==> config.mk <==
export PLATFORM = sky130hd
export DESIGN_NAME = mem_port_arbiter_flat
export DESIGN_NICKNAME = d
export VERILOG_FILES = /design/src/rtl/mem_port_arbiter_if.sv /design/src/rtl/mem_port_arbiter.sv /design/src/flat_wrapper.sv
export SDC_FILE = /design/constraint.sdc
export NUM_CORES = 1
export LEC_CHECK = 0
export CAP_MARGIN = 5
export CELL_PAD_IN_SITES_DETAIL_PLACEMENT = 0
export CELL_PAD_IN_SITES_GLOBAL_PLACEMENT = 1
export CORE_UTILIZATION = 26
export DETAILED_ROUTE_END_ITERATION = 10
export PLACE_DENSITY = 0.95
export SYNTH_ARGS = -nofsm -noshare
export SYNTH_HDL_FRONTEND = slang
export SYNTH_SLANG_ARGS = --single-unit
==> constraint.sdc <==
create_clock -name clk -period 4.3 [get_ports clk]
set_input_delay 0.43 -clock clk [delete_from_list [all_inputs] [get_ports clk]]
set_output_delay 0.43 -clock clk [all_outputs]
set_load 0.05 [all_outputs]
==> src/rtl/mem_port_arbiter_if.sv <==
// Bus bundle for mem_port_arbiter: IF requester, DM requester and the
// single memory port.
//   slave  : arbiter view (takes requests, drives grants/responses and memory)
//   master : client/memory-model view (drives requests and memory read data)
interface mem_port_arbiter_if;
  logic        if_req;
  logic [31:0] if_addr;
  logic        if_gnt;
  logic        if_rvalid;
  logic [31:0] if_rdata;
  logic        dm_req;
  logic        dm_we;
  logic [2:0]  dm_ctrl;
  logic [31:0] dm_addr;
  logic [31:0] dm_wdata;
  logic        dm_gnt;
  logic        dm_rvalid;
  logic [31:0] dm_rdata;
  logic        dm_err;
  logic        mem_req;
  logic        mem_we;
  logic [2:0]  mem_ctrl;
  logic [31:0] mem_addr;
  logic [31:0] mem_wdata;
  logic [31:0] mem_rdata;
  logic        stall_if;
  logic        stall_mem;

  modport slave (
    input  if_req, if_addr, dm_req, dm_we, dm_ctrl, dm_addr, dm_wdata, mem_rdata,
    output if_gnt, if_rvalid, if_rdata, dm_gnt, dm_rvalid, dm_rdata, dm_err,
           mem_req, mem_we, mem_ctrl, mem_addr, mem_wdata, stall_if, stall_mem
  );

  modport master (
    output if_req, if_addr, dm_req, dm_we, dm_ctrl, dm_addr, dm_wdata, mem_rdata,
    input  if_gnt, if_rvalid, if_rdata, dm_gnt, dm_rvalid, dm_rdata, dm_err,
           mem_req, mem_we, mem_ctrl, mem_addr, mem_wdata, stall_if, stall_mem
  );
endinterface

==> src/rtl/mem_port_arbiter.sv <==
// mem_port_arbiter: shares one fixed-latency single-port memory between the
// instruction-fetch and data-memory stages of the RV32I pipeline.
// Sequence per access: grant (IDLE or response cycle) -> ISSUE (mem_req)
// -> WAIT (MEM_LAT-1 cycles) -> response cycle (rvalid, re-arbitrate).
// Ports:
//   clk    : clock, rising edge
//   rst_n  : asynchronous active-low reset
//   bus    : mem_port_arbiter_if.slave (IF/DM request/response, memory port,
//            stall outputs)
// Parameters: MEM_LAT (>=1) memory read latency, STARVE_MAX (>=1) IF losses
// before IF is forced to win a tie.
// Optional: define MISALIGN_TRAP_EN to trap misaligned DM accesses with
// dm_err instead of sending them to memory.
module mem_port_arbiter #(
  parameter int MEM_LAT    = 2,
  parameter int STARVE_MAX = 4
) (
  input logic            clk,
  input logic            rst_n,
  mem_port_arbiter_if.slave bus
);
  localparam int CW = (MEM_LAT > 1) ? $clog2(MEM_LAT) : 1;
  localparam int SW = $clog2(STARVE_MAX + 1);

  typedef enum logic [1:0] {IDLE, ISSUE, WAIT, ERR} state_t;

  typedef struct packed {
    logic        we;
    logic [2:0]  ctrl;
    logic [31:0] addr;
    logic [31:0] wdata;
  } mem_cmd_t;

  state_t        state, state_nx;
  logic [CW-1:0] lat_cnt;
  logic [SW-1:0] starve_cnt;
  logic          owner_dm;
  mem_cmd_t      cmd;

  logic rsp, arb, if_elig, dm_elig, if_force, if_win, dm_win, dm_mis;

  always_comb begin
    rsp      = (state == WAIT) && (lat_cnt == '0);
    // gated by rst_n so no grant leaks out while reset is held
    arb      = rst_n && ((state == IDLE) || rsp);
    // the owner of the completing access still has req high; skip it
    if_elig  = bus.if_req && !(rsp && !owner_dm);
    dm_elig  = bus.dm_req && !(rsp && owner_dm);
    if_force = (starve_cnt == SW'(STARVE_MAX));
    if_win   = arb && if_elig && (!dm_elig || if_force);
    dm_win   = arb && dm_elig && !if_win;
`ifdef MISALIGN_TRAP_EN
    dm_mis   = ((bus.dm_ctrl[1:0] == 2'b01) && bus.dm_addr[0]) ||
               ((bus.dm_ctrl == 3'b010) && (bus.dm_addr[1:0] != 2'b00));
`else
    dm_mis   = 1'b0;
`endif
  end

  always_comb begin
    state_nx = state;
    unique case (state)
      IDLE, WAIT: if (arb) begin
        if (dm_win)      state_nx = dm_mis ? ERR : ISSUE;
        else if (if_win) state_nx = ISSUE;
        else             state_nx = IDLE;
      end
      ISSUE:   state_nx = WAIT;
      ERR:     state_nx = IDLE;
      default: state_nx = IDLE;
    endcase

    bus.if_gnt    = if_win;
    bus.dm_gnt    = dm_win;
    bus.if_rvalid = rsp && !owner_dm;
    bus.if_rdata  = (rsp && !owner_dm) ? bus.mem_rdata : 32'h0;
    bus.dm_rvalid = (rsp && owner_dm) || (state == ERR);
    bus.dm_rdata  = (rsp && owner_dm && !cmd.we) ? bus.mem_rdata : 32'h0;
    bus.dm_err    = (state == ERR);
    bus.mem_req   = (state == ISSUE);
    bus.mem_we    = cmd.we;
    bus.mem_ctrl  = cmd.ctrl;
    bus.mem_addr  = cmd.addr;
    bus.mem_wdata = cmd.wdata;
    bus.stall_if  = bus.if_req && !bus.if_rvalid;
    bus.stall_mem = bus.dm_req && !bus.dm_rvalid;
  end

  always_ff @(posedge clk or negedge rst_n) begin
    if (!rst_n) begin
      state      <= IDLE;
      lat_cnt    <= '0;
      starve_cnt <= '0;
      owner_dm   <= 1'b0;
      cmd        <= '0;
    end else begin
      state <= state_nx;

      if (state == ISSUE)                    lat_cnt <= CW'(MEM_LAT - 1);
      else if (state == WAIT && lat_cnt != 0) lat_cnt <= lat_cnt - CW'(1);

      // a loss counts only when IF was a live contender
      if (if_win)                                           starve_cnt <= '0;
      else if (dm_win && if_elig && !if_force)              starve_cnt <= starve_cnt + SW'(1);

      if (if_win) begin
        owner_dm <= 1'b0;
        cmd      <= '{we: 1'b0, ctrl: 3'b010, addr: bus.if_addr, wdata: 32'h0};
      end else if (dm_win) begin
        owner_dm <= 1'b1;
        // trapped accesses never reach memory, so leave mem_* untouched
        if (!dm_mis)
          cmd <= '{we: bus.dm_we, ctrl: bus.dm_ctrl, addr: bus.dm_addr, wdata: bus.dm_wdata};
      end
    end
  end
endmodule

==> src/flat_wrapper.sv <==
// flat-port wrapper written by rule: the top's interface ports become plain ports
module mem_port_arbiter_flat 
#(
  parameter int MEM_LAT    = 2,
  parameter int STARVE_MAX = 4
)
  (clk, rst_n, bus_if_req, bus_if_addr, bus_dm_req, bus_dm_we, bus_dm_ctrl, bus_dm_addr, bus_dm_wdata, bus_mem_rdata, bus_if_gnt, bus_if_rvalid, bus_if_rdata, bus_dm_gnt, bus_dm_rvalid, bus_dm_rdata, bus_dm_err, bus_mem_req, bus_mem_we, bus_mem_ctrl, bus_mem_addr, bus_mem_wdata, bus_stall_if, bus_stall_mem);
  mem_port_arbiter_if bus_i ();
  input logic clk;
  input logic rst_n;
  input wire logic [$bits(bus_i.if_req)-1:0] bus_if_req;
  input wire logic [$bits(bus_i.if_addr)-1:0] bus_if_addr;
  input wire logic [$bits(bus_i.dm_req)-1:0] bus_dm_req;
  input wire logic [$bits(bus_i.dm_we)-1:0] bus_dm_we;
  input wire logic [$bits(bus_i.dm_ctrl)-1:0] bus_dm_ctrl;
  input wire logic [$bits(bus_i.dm_addr)-1:0] bus_dm_addr;
  input wire logic [$bits(bus_i.dm_wdata)-1:0] bus_dm_wdata;
  input wire logic [$bits(bus_i.mem_rdata)-1:0] bus_mem_rdata;
  output wire logic [$bits(bus_i.if_gnt)-1:0] bus_if_gnt;
  output wire logic [$bits(bus_i.if_rvalid)-1:0] bus_if_rvalid;
  output wire logic [$bits(bus_i.if_rdata)-1:0] bus_if_rdata;
  output wire logic [$bits(bus_i.dm_gnt)-1:0] bus_dm_gnt;
  output wire logic [$bits(bus_i.dm_rvalid)-1:0] bus_dm_rvalid;
  output wire logic [$bits(bus_i.dm_rdata)-1:0] bus_dm_rdata;
  output wire logic [$bits(bus_i.dm_err)-1:0] bus_dm_err;
  output wire logic [$bits(bus_i.mem_req)-1:0] bus_mem_req;
  output wire logic [$bits(bus_i.mem_we)-1:0] bus_mem_we;
  output wire logic [$bits(bus_i.mem_ctrl)-1:0] bus_mem_ctrl;
  output wire logic [$bits(bus_i.mem_addr)-1:0] bus_mem_addr;
  output wire logic [$bits(bus_i.mem_wdata)-1:0] bus_mem_wdata;
  output wire logic [$bits(bus_i.stall_if)-1:0] bus_stall_if;
  output wire logic [$bits(bus_i.stall_mem)-1:0] bus_stall_mem;
  assign bus_i.if_req = bus_if_req;
  assign bus_i.if_addr = bus_if_addr;
  assign bus_i.dm_req = bus_dm_req;
  assign bus_i.dm_we = bus_dm_we;
  assign bus_i.dm_ctrl = bus_dm_ctrl;
  assign bus_i.dm_addr = bus_dm_addr;
  assign bus_i.dm_wdata = bus_dm_wdata;
  assign bus_i.mem_rdata = bus_mem_rdata;
  assign bus_if_gnt = bus_i.if_gnt;
  assign bus_if_rvalid = bus_i.if_rvalid;
  assign bus_if_rdata = bus_i.if_rdata;
  assign bus_dm_gnt = bus_i.dm_gnt;
  assign bus_dm_rvalid = bus_i.dm_rvalid;
  assign bus_dm_rdata = bus_i.dm_rdata;
  assign bus_dm_err = bus_i.dm_err;
  assign bus_mem_req = bus_i.mem_req;
  assign bus_mem_we = bus_i.mem_we;
  assign bus_mem_ctrl = bus_i.mem_ctrl;
  assign bus_mem_addr = bus_i.mem_addr;
  assign bus_mem_wdata = bus_i.mem_wdata;
  assign bus_stall_if = bus_i.stall_if;
  assign bus_stall_mem = bus_i.stall_mem;
  mem_port_arbiter #(.MEM_LAT(MEM_LAT), .STARVE_MAX(STARVE_MAX)) u_core (.clk(clk), .rst_n(rst_n), .bus(bus_i));
endmodule
* After elaboration in Yosys (flattened, before gate mapping)
Cells that the tools add are included.
** Operators by class
- Add/sub/neg operators :: 2
- Multipliers :: 0
- Divide/modulo/power cells :: 0
- Order comparisons :: 0
- Eq/ne operators :: 5
- Shift-type cells :: 0
- Mux-type cells :: 14
- Bitwise logic cells :: 1
- Reduce and logical (&&, ||, !) cells :: 31
** Operators by type and width (number)
- 68-bit 2-to-1 mux :: 2
- 32-bit 2-to-1 mux :: 2
- 1-bit logical AND :: 15
- 1-bit logical NOT :: 8
- 3-bit 2-to-1 mux :: 2
- 2-bit one-hot mux with 3 select lines :: 1
- 2-bit nonzero test :: 3
- 1-bit 2-to-1 mux :: 5
- 2-bit equality test, second input constant :: 2
- 2-bit 2-to-1 mux :: 2
- 3-bit by 1-bit adder with 3-bit output, second input constant :: 1
- 3-bit equality test, second input constant :: 1
- 1-bit logical OR :: 3
- 2-bit by 1-bit equality test with 1-bit output, second input constant :: 1
- 2-bit logical NOT :: 1
- 2-bit by 1-bit != test with 1-bit output, second input constant :: 1
- 2-bit OR reduction :: 1
- 1-bit NOT :: 1
- 1-bit subtractor, second input constant :: 1
** Word-level totals
- Register bits after elaboration :: 75
- Latch bits :: 0
- Memory bits (writable) :: 0
- ROM bits :: 0
- Input port bits :: 136
- Output and inout bits :: 140
- Word-level logic and storage cells :: 61
- Memories :: 0

* Logic depth before layout (Yosys ltp)
Gate-level depths: netlist of run 1.
- Depth after elaboration :: 14
- Gate-level depth with buffers :: 7
- Mapped depth without buffers :: 6

* Worst setup path after synthesis of run 1
OpenSTA, ideal clock, no wires.
- Path kind :: register -> output
- From :: register u_core.lat_cnt
- To :: output bus_stall_mem
- Arrival time :: 2.424 ns
- Data required time :: 3.870 ns
- Setup slack :: 1.446 ns
- Stages on the path, launching flop included :: 4
- Path buffers :: 0
- Cells stage by stage :: dfrtp_1 -> nand2b_2 -> a21boi_0 -> nor2b_1
** On the way
- Longest elaborated chain between the ends :: 6
** Ends and longest elaborated chain
- start, declared :: RTL line mem_port_arbiter.sv:35 : logic [CW-1:0] lat_cnt;
- start signal, assigned :: RTL line mem_port_arbiter.sv:99 : if (state == ISSUE) lat_cnt <= CW'(MEM_LAT - 1);
- start signal, assigned :: RTL line mem_port_arbiter.sv:100 : else if (state == WAIT && lat_cnt != 0) lat_cnt <= lat_cnt - CW'(1);
- 1-bit NOT :: RTL line mem_port_arbiter.sv:43 : rsp = (state == WAIT) && (lat_cnt == '0);
- 1-bit logical AND :: RTL line mem_port_arbiter.sv:43
- 1-bit logical AND :: RTL line mem_port_arbiter.sv:77 : bus.dm_rvalid = (rsp && owner_dm) || (state == ERR);
- 1-bit logical OR :: RTL line mem_port_arbiter.sv:77
- via bus_dm_rvalid :: RTL line flat_wrapper.sv:23 : output wire logic [$bits(bus_i.dm_rvalid)-1:0] bus_dm_rvalid;
- 1-bit logical NOT :: RTL line mem_port_arbiter.sv:86 : bus.stall_mem = bus.dm_req && !bus.dm_rvalid;
- 1-bit logical AND :: RTL line mem_port_arbiter.sv:86
- end, declared :: RTL line flat_wrapper.sv:32 : output wire logic [$bits(bus_i.stall_mem)-1:0] bus_stall_mem;
The timed path passes the listed nets, and every way through them passes these cells.

* Worst setup path after layout of run 1
- From :: input rst_n
- To :: output bus_if_gnt
** On the way
- Longest elaborated chain between the ends :: 3
** Ends and longest elaborated chain
- start, declared :: RTL line flat_wrapper.sv:10 : input logic rst_n;
- 1-bit logical AND :: RTL line mem_port_arbiter.sv:45 : arb = rst_n && ((state == IDLE) || rsp);
- 1-bit logical AND (2 in a row) :: RTL line mem_port_arbiter.sv:50 : if_win = arb && if_elig && (!dm_elig || if_force);
- end, declared :: RTL line flat_wrapper.sv:19 : output wire logic [$bits(bus_i.if_gnt)-1:0] bus_if_gnt;
No other way between the ends.

==> results of run 1 <==
[final timing paths]
path	startpoint	end	cells past startpoint
min	u_core.bus.mem_wdata[20]	u_core.bus.mem_wdata[20]	1
max	rst_n	bus_if_gnt	5
max reg2reg	u_core.state[1]	u_core.bus.mem_ctrl[1]	6
min reg2reg	u_core.bus.mem_wdata[20]	u_core.bus.mem_wdata[20]	1
max in group asynchronous	rst_n	u_core.bus.mem_wdata[25]	3
min in group asynchronous	rst_n	u_core.lat_cnt	2
[cells by family after synthesis]
group | synth area share, %
xor+xnor | 0.247
flops | 52.9
compound gates | 21.3
simple gates | 19.8
buf+inv | 5.11
fa+ha+maj | 0.705
[through the flow]
step	utilization (%)	area (sq um)	total power [mW]	hold slack, ns
after CTS	50.5	6720	4.90	0.502
final	50.5	6720	4.85	0.497
after detailed placement	48.3	6420	4.15	0.362
after global placement	48.3	6420	4.12	0.355
after global routing	50.5	6720	5.06	0.510
after floorplan	-	3550	3.12	0.134
[cells in the mapped netlist]
| master | instances |
|---|---|
| inv_1 | 6 |
| nand4_1 | 1 |
| nor2b_1 | 2 |
| nand3b_2 | 1 |
| nand3_1 | 1 |
| a22o_1 | 35 |
| o211ai_1 | 1 |
| buf_6 | 6 |
| a21boi_0 | 1 |
| a21o_1 | 2 |
| a221o_1 | 32 |
| xnor2_1 | 1 |
| clkbuf_1 | 6 |
| a221oi_2 | 1 |
| nand2b_2 | 1 |
| nor2_1 | 6 |
| o21ai_0 | 3 |
| o21ai_1 | 1 |
| a41o_1 | 1 |
| nand4bb_1 | 1 |
| nand2_1 | 3 |
| inv_2 | 1 |
| and2_1 | 98 |
| a2bb2oi_1 | 1 |
| a21oi_4 | 1 |
| a31oi_2 | 1 |
| buf_2 | 13 |
| a21boi_1 | 1 |
| a211oi_1 | 1 |
| dfrtp_1 | 75 |
| ha_1 | 2 |
[where the power goes]
| part | switching [mW] | internal [mW] | total [mW] |
|---|---|---|---|
| clock | 0.288 | 0.423 | 0.711 |
| sequential | 0.220 | 1.02 | 1.24 |
| combinational | 1.84 | 1.05 | 2.89 |
[flip-flops by register name, summed over array words and instances (netlist names)]
signal	flops
u_core.bus.mem_ctrl	3
u_core.bus.mem_we	1
u_core.owner_dm	1
u_core.bus.mem_addr	32
u_core.starve_cnt	3
u_core.lat_cnt	1
u_core.state	2
u_core.bus.mem_wdata	32
[metal layers]
| metal | share of wire, % | vias up | global-route usage, % |
|---|---|---|---|
| met4 | 1.4 | 0 | 5.06 |
| met3 | 5.1 | 13 | 4.60 |
| met2 | 51 | 122 | 29.3 |
| met5 | 0 | - | 0 |
| met1 | 42 | 1656 | 21.0 |
| li1 | - | 1644 | - |
[worst reg2reg max path, cell delays in order (launching register included)]
cell and delay, ns:
dfrtp_1 0.60, o21ai_1 0.13, nand4_1 0.18, and2_2 0.62
buf_4 0.50, inv_2 0.07, a2bb2oi_1 0.15
[area by class of cell]
type,count,share of cell area [%]
clock inverters,5,0.540
repair buffers,282,41.8
inverters,7,0.391
flip-flops and latches,75,27.9
multi-input cells,199,22.3
well taps,176,3.28
clock buffers,11,3.76
[timing repair]
action                                  CTS  global route
endpoints found under the hold margin    20             0
endpoints found under the setup margin    0             0
gates resized for setup                   0             0
hold buffers                              1             0
==> flow_summary.json, run 1 <==
{
  "maximum_number_of_pins_on_one_net_before_global_route_repair": 70,
  "largest_cells_by_area_after_synthesis": "dfrtp_1 (53%), and2_1 (17%), a221o_1 (9.0%)",
  "post_synthesis_register_bit_count": 75,
  "post-place-cells": 738,
  "timing.critical_path.fanout_max": 24,
  "number_of_routed_nets_with_antenna_violations": 0,
  "netlist_area_pre_place_sq_mm": 0.00355,
  "worstMarginPinSlew_ns": 0.752,
  "finalMaxSlewViolations": 0,
  "yosysSeqAreaShare_pct": 52.9,
  "power_density_over_the_cells_mw_per_mm2": 721,
  "htree_levels": 3,
  "final-instance-count-excl-fill": 755,
  "postCtsSetupBuffers": 0,
  "reg2reg_setup_slack_ns": 1.91,
  "arrival_ns": 2.71,
  "cts.reportedPaths.clkPinSlew_ns": 0.05,
  "critical_path_required_ns": 3.87,
  "fillCellCount": 1195,
  "slew-limit-headroom_pct": 49.8,
  "netlist.area_leader.share_pct": 52.9,
  "hp-class": "flop to flop",
  "floorplan.initialDensity_pct": 26.7,
  "multi_input_combinational_cell_area_sq_mm": 0.00150,
  "floorplan.die.width_um": 119,
  "post-route-worst-setup-slack_ns": 1.16,
  "synthDistinctLibCells": 31,
  "cts.sinks": 75,
  "nets": 712,
  "post-place-ws_ns": 1.49,
  "viasPerCell": 4.55,
  "buffer_ports.inserted": 275,
  "critical_path.n_buffers_inverters": 3,
  "critical_path_class": "input pin to output pin",
  "grt.total_usage_pct": 17.1,
  "delay_of_the_slowest_cell_on_the_worst_path_ns": 0.87,
  "placeableCoreArea_sq_mm": 0.0133,
  "cts.root.buffer_cell": "clkbuf_16",
  "io_pins": 276,
  "drv.max_cap_violation_count": 0,
  "post_route_cells_drive_above_1_share_pct": 5.18,
  "area_of_the_die_sq_mm": 0.0141,
  "syn2layout_area_growth_pct": 89.3,
  "cts_tree": "done",
  "layout_min_cycle_time_ns": 3.14,
  "drtIter0Drc": 135,
  "summed_negative_setup_slack_over_all_endpoints_ns": 0,
  "power_leakage_nw": 2.82,
  "timing.final.setup_violations": 0,
  "hold_viol": 0,
  "commonest_non_fill_non_tap_cells_in_the_layout": "clkdlybuf4s50_1 (274), and2_1 (97), dfrtp_1 (75)",
  "via_count_of_the_first_global_routing_pass": 3507,
  "regArea_sq_mm": 0.00188,
  "cts.path.max_buffers": 2,
  "skew_ns": 0.00720,
  "yosys_warnings": 0,
  "max_clock_freq_ghz": 0.319,
  "vdd.ir_drop.worst_v": 0.000365,
  "insertion_delay_ns": 0.33,
  "wire_per_inst_um": 15.8,
  "gpl.final_weighted_congestion": 0.804,
  "post-dp-hpwl_um": 8960,
  "synth.avg_cell_area_sq_um": 11.6,
  "first_pass_iters": 4,
  "synthCells": 306,
  "period_share_pct": 73.0,
  "drt_drc_violations_left": 0,
  "status": "completed",
  "top_cell_family_by_delay_on_the_critical_path": "buffers and inverters",
  "yosys.area.top_type": "dfrtp_1",
  "wl_um": 11900,
  "layout_commonest_cell": "clkdlybuf4s50_1",
  "net_count_synth": 444,
  "critical_path.startpoint_type": "input pin",
  "floorplan.rows": 42,
  "insertedDiodeCount": 0,
  "cp-end-kind": "output pin",
  "grt_pass1_wl_um": 18700,
  "numCtsBuffers": 9,
  "dieHeight_um": 119,
  "rsz0062_at_grt": "false",
  "cpMaxStageDelayCell": "clkdlybuf4s50_1",
  "grt_antenna_before_repair": 0,
  "number_of_vias_after_detailed_routing": 3435,
  "grt-ovfl-total": 0,
  "worstPathCellList": "dlygate4sd3_1 > buf_4 > nand3b_2 > a221oi_2 > clkdlybuf4s50_1"
}
(Power assumes the default switching activity.)
==> run 2: changes to the inputs <==
--- a/config.mk
+++ b/config.mk
@@ -8,9 +8,9 @@
 export CAP_MARGIN = 5
 export CELL_PAD_IN_SITES_DETAIL_PLACEMENT = 0
 export CELL_PAD_IN_SITES_GLOBAL_PLACEMENT = 1
-export CORE_UTILIZATION = 26
+export CORE_UTILIZATION = 21
 export DETAILED_ROUTE_END_ITERATION = 10
-export PLACE_DENSITY = 0.95
+export PLACE_DENSITY = 0.88
 export SYNTH_ARGS = -nofsm -noshare
 export SYNTH_HDL_FRONTEND = slang
 export SYNTH_SLANG_ARGS = --single-unit
==> constraint.sdc (replaced) <==
create_clock -name clk -period 2.62 [get_ports clk]
set_input_delay 0.262 -clock clk [delete_from_list [all_inputs] [get_ports clk]]
set_output_delay 0.262 -clock clk [all_outputs]
set_load 0.05 [all_outputs]
==> run 2 against run 1 <==
Net effect: first-iteration DRC count rose by 18%; sequential power rose by 66%; clock skew barely moved; count of clock-buffer cells in the layout rose by 2; global-route usage fell by 1.8 points; sequential share of layout area fell by 3.0 points; setup slack got worse by 1.0 ns; power rose by 75%; critical path depth fell by 2; sequential cell count did not move; worst hold slack got worse by 0.19 ns; final area rose by 12%.
==> flow_summary.json, run 2 (same netlist as run 1, synthesis figures left out) <==
{
  "floorplan.rows": 47,
  "layout_commonest_cell": "clkdlybuf4s50_1",
  "cts.path.max_buffers": 2,
  "commonest_non_fill_non_tap_cells_in_the_layout": "clkdlybuf4s50_1 (206), and2_1 (97), dfrtp_1 (74)",
  "timing.critical_path.fanout_max": 6,
  "postCtsSetupBuffers": 0,
  "critical_path_class": "flop to output pin",
  "summed_negative_setup_slack_over_all_endpoints_ns": 0,
  "grt-ovfl-total": 0,
  "rsz0062_at_grt": "false",
  "number_of_routed_nets_with_antenna_violations": 0,
  "syn2layout_area_growth_pct": 113,
  "post-dp-hpwl_um": 10400,
  "critical_path_required_ns": 2.36,
  "skew_ns": 0.00733,
  "gpl.final_weighted_congestion": 0.781,
  "arrival_ns": 2.20,
  "drtIter0Drc": 159,
  "drv.max_cap_violation_count": 0,
  "grt_pass1_wl_um": 20500,
  "first_pass_iters": 4,
  "period_share_pct": 94.1,
  "cts_tree": "done",
  "viasPerCell": 4.29,
  "floorplan.initialDensity_pct": 21.5,
  "numCtsBuffers": 9,
  "timing.reg2reg.worst_path_depth": 6,
  "worstMarginPinSlew_ns": 0.603,
  "final-instance-count-excl-fill": 803,
  "post_route_cells_drive_above_1_share_pct": 17.7,
  "insertion_delay_ns": 0.34,
  "fillCellCount": 1478,
  "via_count_of_the_first_global_routing_pass": 3550,
  "reg2reg_setup_slack_ns": 0.59,
  "cts.root.buffer_cell": "clkbuf_16",
  "insertedDiodeCount": 0,
  "area_of_the_die_sq_mm": 0.0174,
  "wire_per_inst_um": 16.3,
  "critical_path.startpoint_type": "flop",
  "power_leakage_nw": 3.20,
  "hp-class": "input pin to asynchronous set/reset pin",
  "status": "completed",
  "timing.final.setup_violations": 0,
  "placeableCoreArea_sq_mm": 0.0165,
  "htree_levels": 3,
  "grt_antenna_before_repair": 0,
  "cp-end-kind": "output pin",
  "hold_viol": 0,
  "power_density_over_the_cells_mw_per_mm2": 1130,
  "layout_min_cycle_time_ns": 2.47,
  "post-place-cells": 786,
  "cts.reportedPaths.clkPinSlew_ns": 0.06,
  "buffer_ports.inserted": 275,
  "drt_drc_violations_left": 0,
  "crit_start": "u_core.lat_cnt",
  "critPathCapture": "bus_dm_rvalid",
  "max_clock_freq_ghz": 0.406,
  "finalMaxSlewViolations": 0,
  "nets": 716,
  "wl_um": 13100,
  "maximum_number_of_pins_on_one_net_before_global_route_repair": 50,
  "number_of_vias_after_detailed_routing": 3445,
  "grt.total_usage_pct": 15.4,
  "io_pins": 276,
  "dieHeight_um": 132,
  "slew-limit-headroom_pct": 59.8,
  "floorplan.die.width_um": 132,
  "r2r_end": "u_core.bus.mem_ctrl[1]",
  "startpoint_of_the_lowest_slack_register_to_register_path": "u_core.state[1]",
  "vdd.ir_drop.worst_v": 0.000617,
  "cts.sinks": 75
}
[run 2: timing repair]
action,in CTS,in global routing
endpoints found under the setup margin,0,13
gates resized for setup,0,1
hold buffers,1,0
hold endpoints to repair,26,0
[run 2: metal layers]
metal	GRT usage, %	wire length, um
met5	0	0
met4	5.62	225
met2	27.2	7000
met3	3.46	674
met1	18.1	5190
[run 2: area by class of cell]
cell class / instances / area, sq um / share of cell area, %
clock inverter: 3 / 43.8 / 0.581
tap: 220 / 275 / 3.65
timing repair buffer: 286 / 3530 / 46.8
inverter: 7 / 26.3 / 0.348
clock buffer: 13 / 280 / 3.72
sequential: 75 / 1880 / 24.9
multi-input combinational: 199 / 1510 / 20.0
[run 2: critical path: stages (launching register included)]
cell	delay [ns]
dfrtp_1	0.42
nand2b_2	0.27
a21boi_1	0.31
clkdlybuf4s50_1	0.87
[run 2: power by group]
part	switching [mW]	leakage (nW)	internal, mW	total [mW]
Combinational	3.14	2.08	2.01	5.14
Clock	0.461	0.162	0.841	1.30
Sequential	0.373	0.956	1.68	2.06
[run 2: worst min path at each step]
stage | cells after the start | slack [ns] | from | to
2_1_floorplan | 0 | -0.03 | rst_n | u_core.bus.mem_addr[0]
3_3_place_gp | 1 | 0.07 | rst_n | u_core.starve_cnt[2]
3_5_place_dp | 1 | 0.07 | rst_n | u_core.starve_cnt[2]
4_1_cts | 2 | 0.29 | rst_n | u_core.starve_cnt[2]
5_1_grt | 2 | 0.31 | rst_n | u_core.starve_cnt[2]
6_report | 2 | 0.31 | rst_n | u_core.starve_cnt[2]
[run 2: metrics by stage]
stage / util (%) / cell area, sq um / setup slack, ns / hold WS, ns / power, mW
6_report: 45.7 / 7540 / 0.155 / 0.307 / 8.50
2_1_floorplan: - / 3550 / 0.386 / -0.0336 / 5.13
3_5_place_dp: 43.6 / 7210 / 0.325 / 0.0703 / 7.24
4_1_cts: 45.6 / 7540 / 0.0731 / 0.295 / 8.59
5_1_grt: 45.7 / 7540 / 0.0637 / 0.309 / 8.85
3_3_place_gp: 43.6 / 7210 / 0.380 / 0.0712 / 7.16
==> run 3: changes to the inputs <==
--- a/config.mk
+++ b/config.mk
@@ -8,6 +8,7 @@
 export CAP_MARGIN = 5
 export CELL_PAD_IN_SITES_DETAIL_PLACEMENT = 0
 export CELL_PAD_IN_SITES_GLOBAL_PLACEMENT = 1
+export CORE_MARGIN = 2
 export CORE_UTILIZATION = 21
 export DETAILED_ROUTE_END_ITERATION = 10
 export PLACE_DENSITY = 0.88
==> run 3 against run 2 <==
Net effect: sequential cell count unchanged; setup slack worse by 0.063 ns; fmax down 2.5%; clock power down 4%; power down 0.60%; utilization down 0.33 points; non-clock buffer count down 2; global-route usage down 0.43 points; sequential power about the same; die area up 3.1%.
==> flow_summary.json, run 3 (same netlist as run 1, synthesis figures left out) <==
{
  "floorplan.rows": 47,
  "number_of_routed_nets_with_antenna_violations": 0,
  "arrival_ns": 2.27,
  "power_leakage_nw": 3.16,
  "drt_drc_violations_left": 0,
  "insertedDiodeCount": 0,
  "post_route_cells_drive_above_1_share_pct": 17.2,
  "number_of_vias_after_detailed_routing": 3489,
  "cts.path.max_buffers": 2,
  "cts_tree": "done",
  "buffer_ports.inserted": 275,
  "grt_pass1_wl_um": 20900,
  "critical_path_class": "flop to output pin",
  "gpl.final_weighted_congestion": 0.792,
  "period_share_pct": 96.5,
  "power_density_over_the_cells_mw_per_mm2": 1130,
  "drv.max_cap_violation_count": 0,
  "floorplan.die.width_um": 134,
  "post-dp-hpwl_um": 10500,
  "post-route-worst-setup-slack_ns": 0.0921,
  "finalMaxSlewViolations": 0,
  "floorplan.initialDensity_pct": 21.5,
  "wl_um": 13600,
  "syn2layout_area_growth_pct": 111,
  "layout_commonest_cell": "clkdlybuf4s50_1",
  "top_cell_family_by_delay_on_the_critical_path": "buffers and inverters",
  "cts.root.buffer_cell": "clkbuf_16",
  "cpMaxStageDelayCell": "clkdlybuf4s50_1",
  "via_count_of_the_first_global_routing_pass": 3725,
  "critical_path_required_ns": 2.36,
  "grt_antenna_before_repair": 0,
  "worstMarginPinSlew_ns": 0.974,
  "htree_levels": 3,
  "critical_path.n_buffers_inverters": 1,
  "timing.critical_path.fanout_max": 6,
  "startpoint_of_the_lowest_slack_register_to_register_path": "u_core.starve_cnt[0]",
  "grt-ovfl-total": 0,
  "critical_path.startpoint_type": "flop",
  "dieHeight_um": 134,
  "delay_of_the_slowest_cell_on_the_worst_path_ns": 0.88,
  "insertion_delay_ns": 0.34,
  "cp-end-kind": "output pin",
  "placeableCoreArea_sq_mm": 0.0165,
  "layout_min_cycle_time_ns": 2.53,
  "grt.total_usage_pct": 14.9,
  "numCtsBuffers": 9,
  "max_clock_freq_ghz": 0.396,
  "commonest_non_fill_non_tap_cells_in_the_layout": "clkdlybuf4s50_1 (206), and2_1 (97), dfrtp_1 (75)",
  "postCtsSetupBuffers": 0,
  "viasPerCell": 4.36,
  "ctsResizeCount": 0,
  "vdd.ir_drop.worst_v": 0.000579,
  "hold_viol": 0,
  "cts.sinks": 75,
  "hp-class": "input pin to asynchronous set/reset pin",
  "skew_ns": 0.00794,
  "cts_hold_buf": 0,
  "reg2reg_setup_slack_ns": 0.66,
  "area_of_the_die_sq_mm": 0.0180,
  "cts.reportedPaths.clkPinSlew_ns": 0.06,
  "timing.reg2reg.worst_path_depth": 7,
  "post-place-cells": 785,
  "post-place-ws_ns": 0.447,
  "timing.final.setup_violations": 0,
  "slew-limit-headroom_pct": 35.1,
  "status": "completed",
  "wire_per_inst_um": 17.0,
  "nets": 714,
  "summed_negative_setup_slack_over_all_endpoints_ns": 0,
  "maximum_number_of_pins_on_one_net_before_global_route_repair": 77,
  "worstPathCellList": "nand2b_2 > a21boi_1 > clkdlybuf4s50_1",
  "rsz0062_at_grt": "false",
  "r2r_end": "u_core.bus.mem_addr[22]",
  "drtIter0Drc": 117,
  "final-instance-count-excl-fill": 800,
  "first_pass_iters": 4,
  "io_pins": 276
}
==> run 3: changes by cell type in the layout (fill, tap and decap cells not counted) <==
cell | previous run | this run
clkbuf_8 | 4 | 1
clkinvlp_4 | 0 | 2
buf_12 | 69 | 68
clkinv_2 | 1 | 0
dfrtp_1 | 74 | 75
dfrtp_2 | 1 | 0
dlygate4sd3_1 | 1 | 0
inv_6 | 0 | 1
==> run 3: worst register-to-register path: cells and delay by family, from the launching register on <==
family | cells | cell delay (ns)
AO/OA/AOI/OAI | 3 | 0.70
adder cells (fa/ha/maj) | 1 | 0.24
buffers and inverters | 2 | 0.31
flip-flops | 1 | 0.38
AND/OR/NAND/NOR | 1 | 0.22
==> run 3: metal layers <==
metal  routed length, um  vias to the layer above  part of all wire, %  track usage [%]
li1                    -                     1631                    -                -
met1                5280                     1705                   39             17.6
met2                7280                      134                   54             26.2
met3                 740                       19                  5.4             4.16
met4                 298                        0                  2.2             4.96
met5                   0                        -                    0                0
==> run 3: worst max-delay path by stage <==
stage / slack (ns) / from / end / cells past startpoint
after floorplan: 0.39 / u_core.state[1] / bus_if_rdata[10] / 5
after global placement: 0.45 / u_core.lat_cnt / bus_dm_rvalid / 3
after global routing: 0.03 / u_core.lat_cnt / bus_dm_rvalid / 3
after CTS: 0.06 / u_core.lat_cnt / bus_dm_rvalid / 3
final: 0.09 / u_core.lat_cnt / bus_dm_rvalid / 3
after detailed placement: 0.45 / u_core.lat_cnt / bus_dm_rvalid / 3
==> run 3: per-stage QoR <==
step / power (mW) / hold slack (ns) / cell area (sq um) / util, %
finish: 8.45 / 0.190 / 7490 / 45.3
detailed placement: 7.23 / 0.481 / 7190 / 43.5
floorplan: 5.13 / -0.0336 / 3550 / -
global route: 8.82 / 0.301 / 7490 / 45.3
global placement: 7.15 / 0.486 / 7190 / 43.5
CTS: 8.55 / 0.248 / 7490 / 45.3
==> run 3: layout make-up <==
class	instances	area, sq um
Multi-Input combinational cell	199	1510
Inverter	7	26.3
Clock buffer	10	239
Tap cell	220	275
Sequential cell	75	1880
Fill cell	1478	9030
Clock inverter	5	62.6
Timing Repair Buffer	284	3500
==> run 3: where the power goes <==
group          internal, mW  leakage, nW  switching [mW]
Sequential             1.68        0.957           0.350
Clock                 0.763        0.141           0.491
Combinational          2.00         2.06            3.16
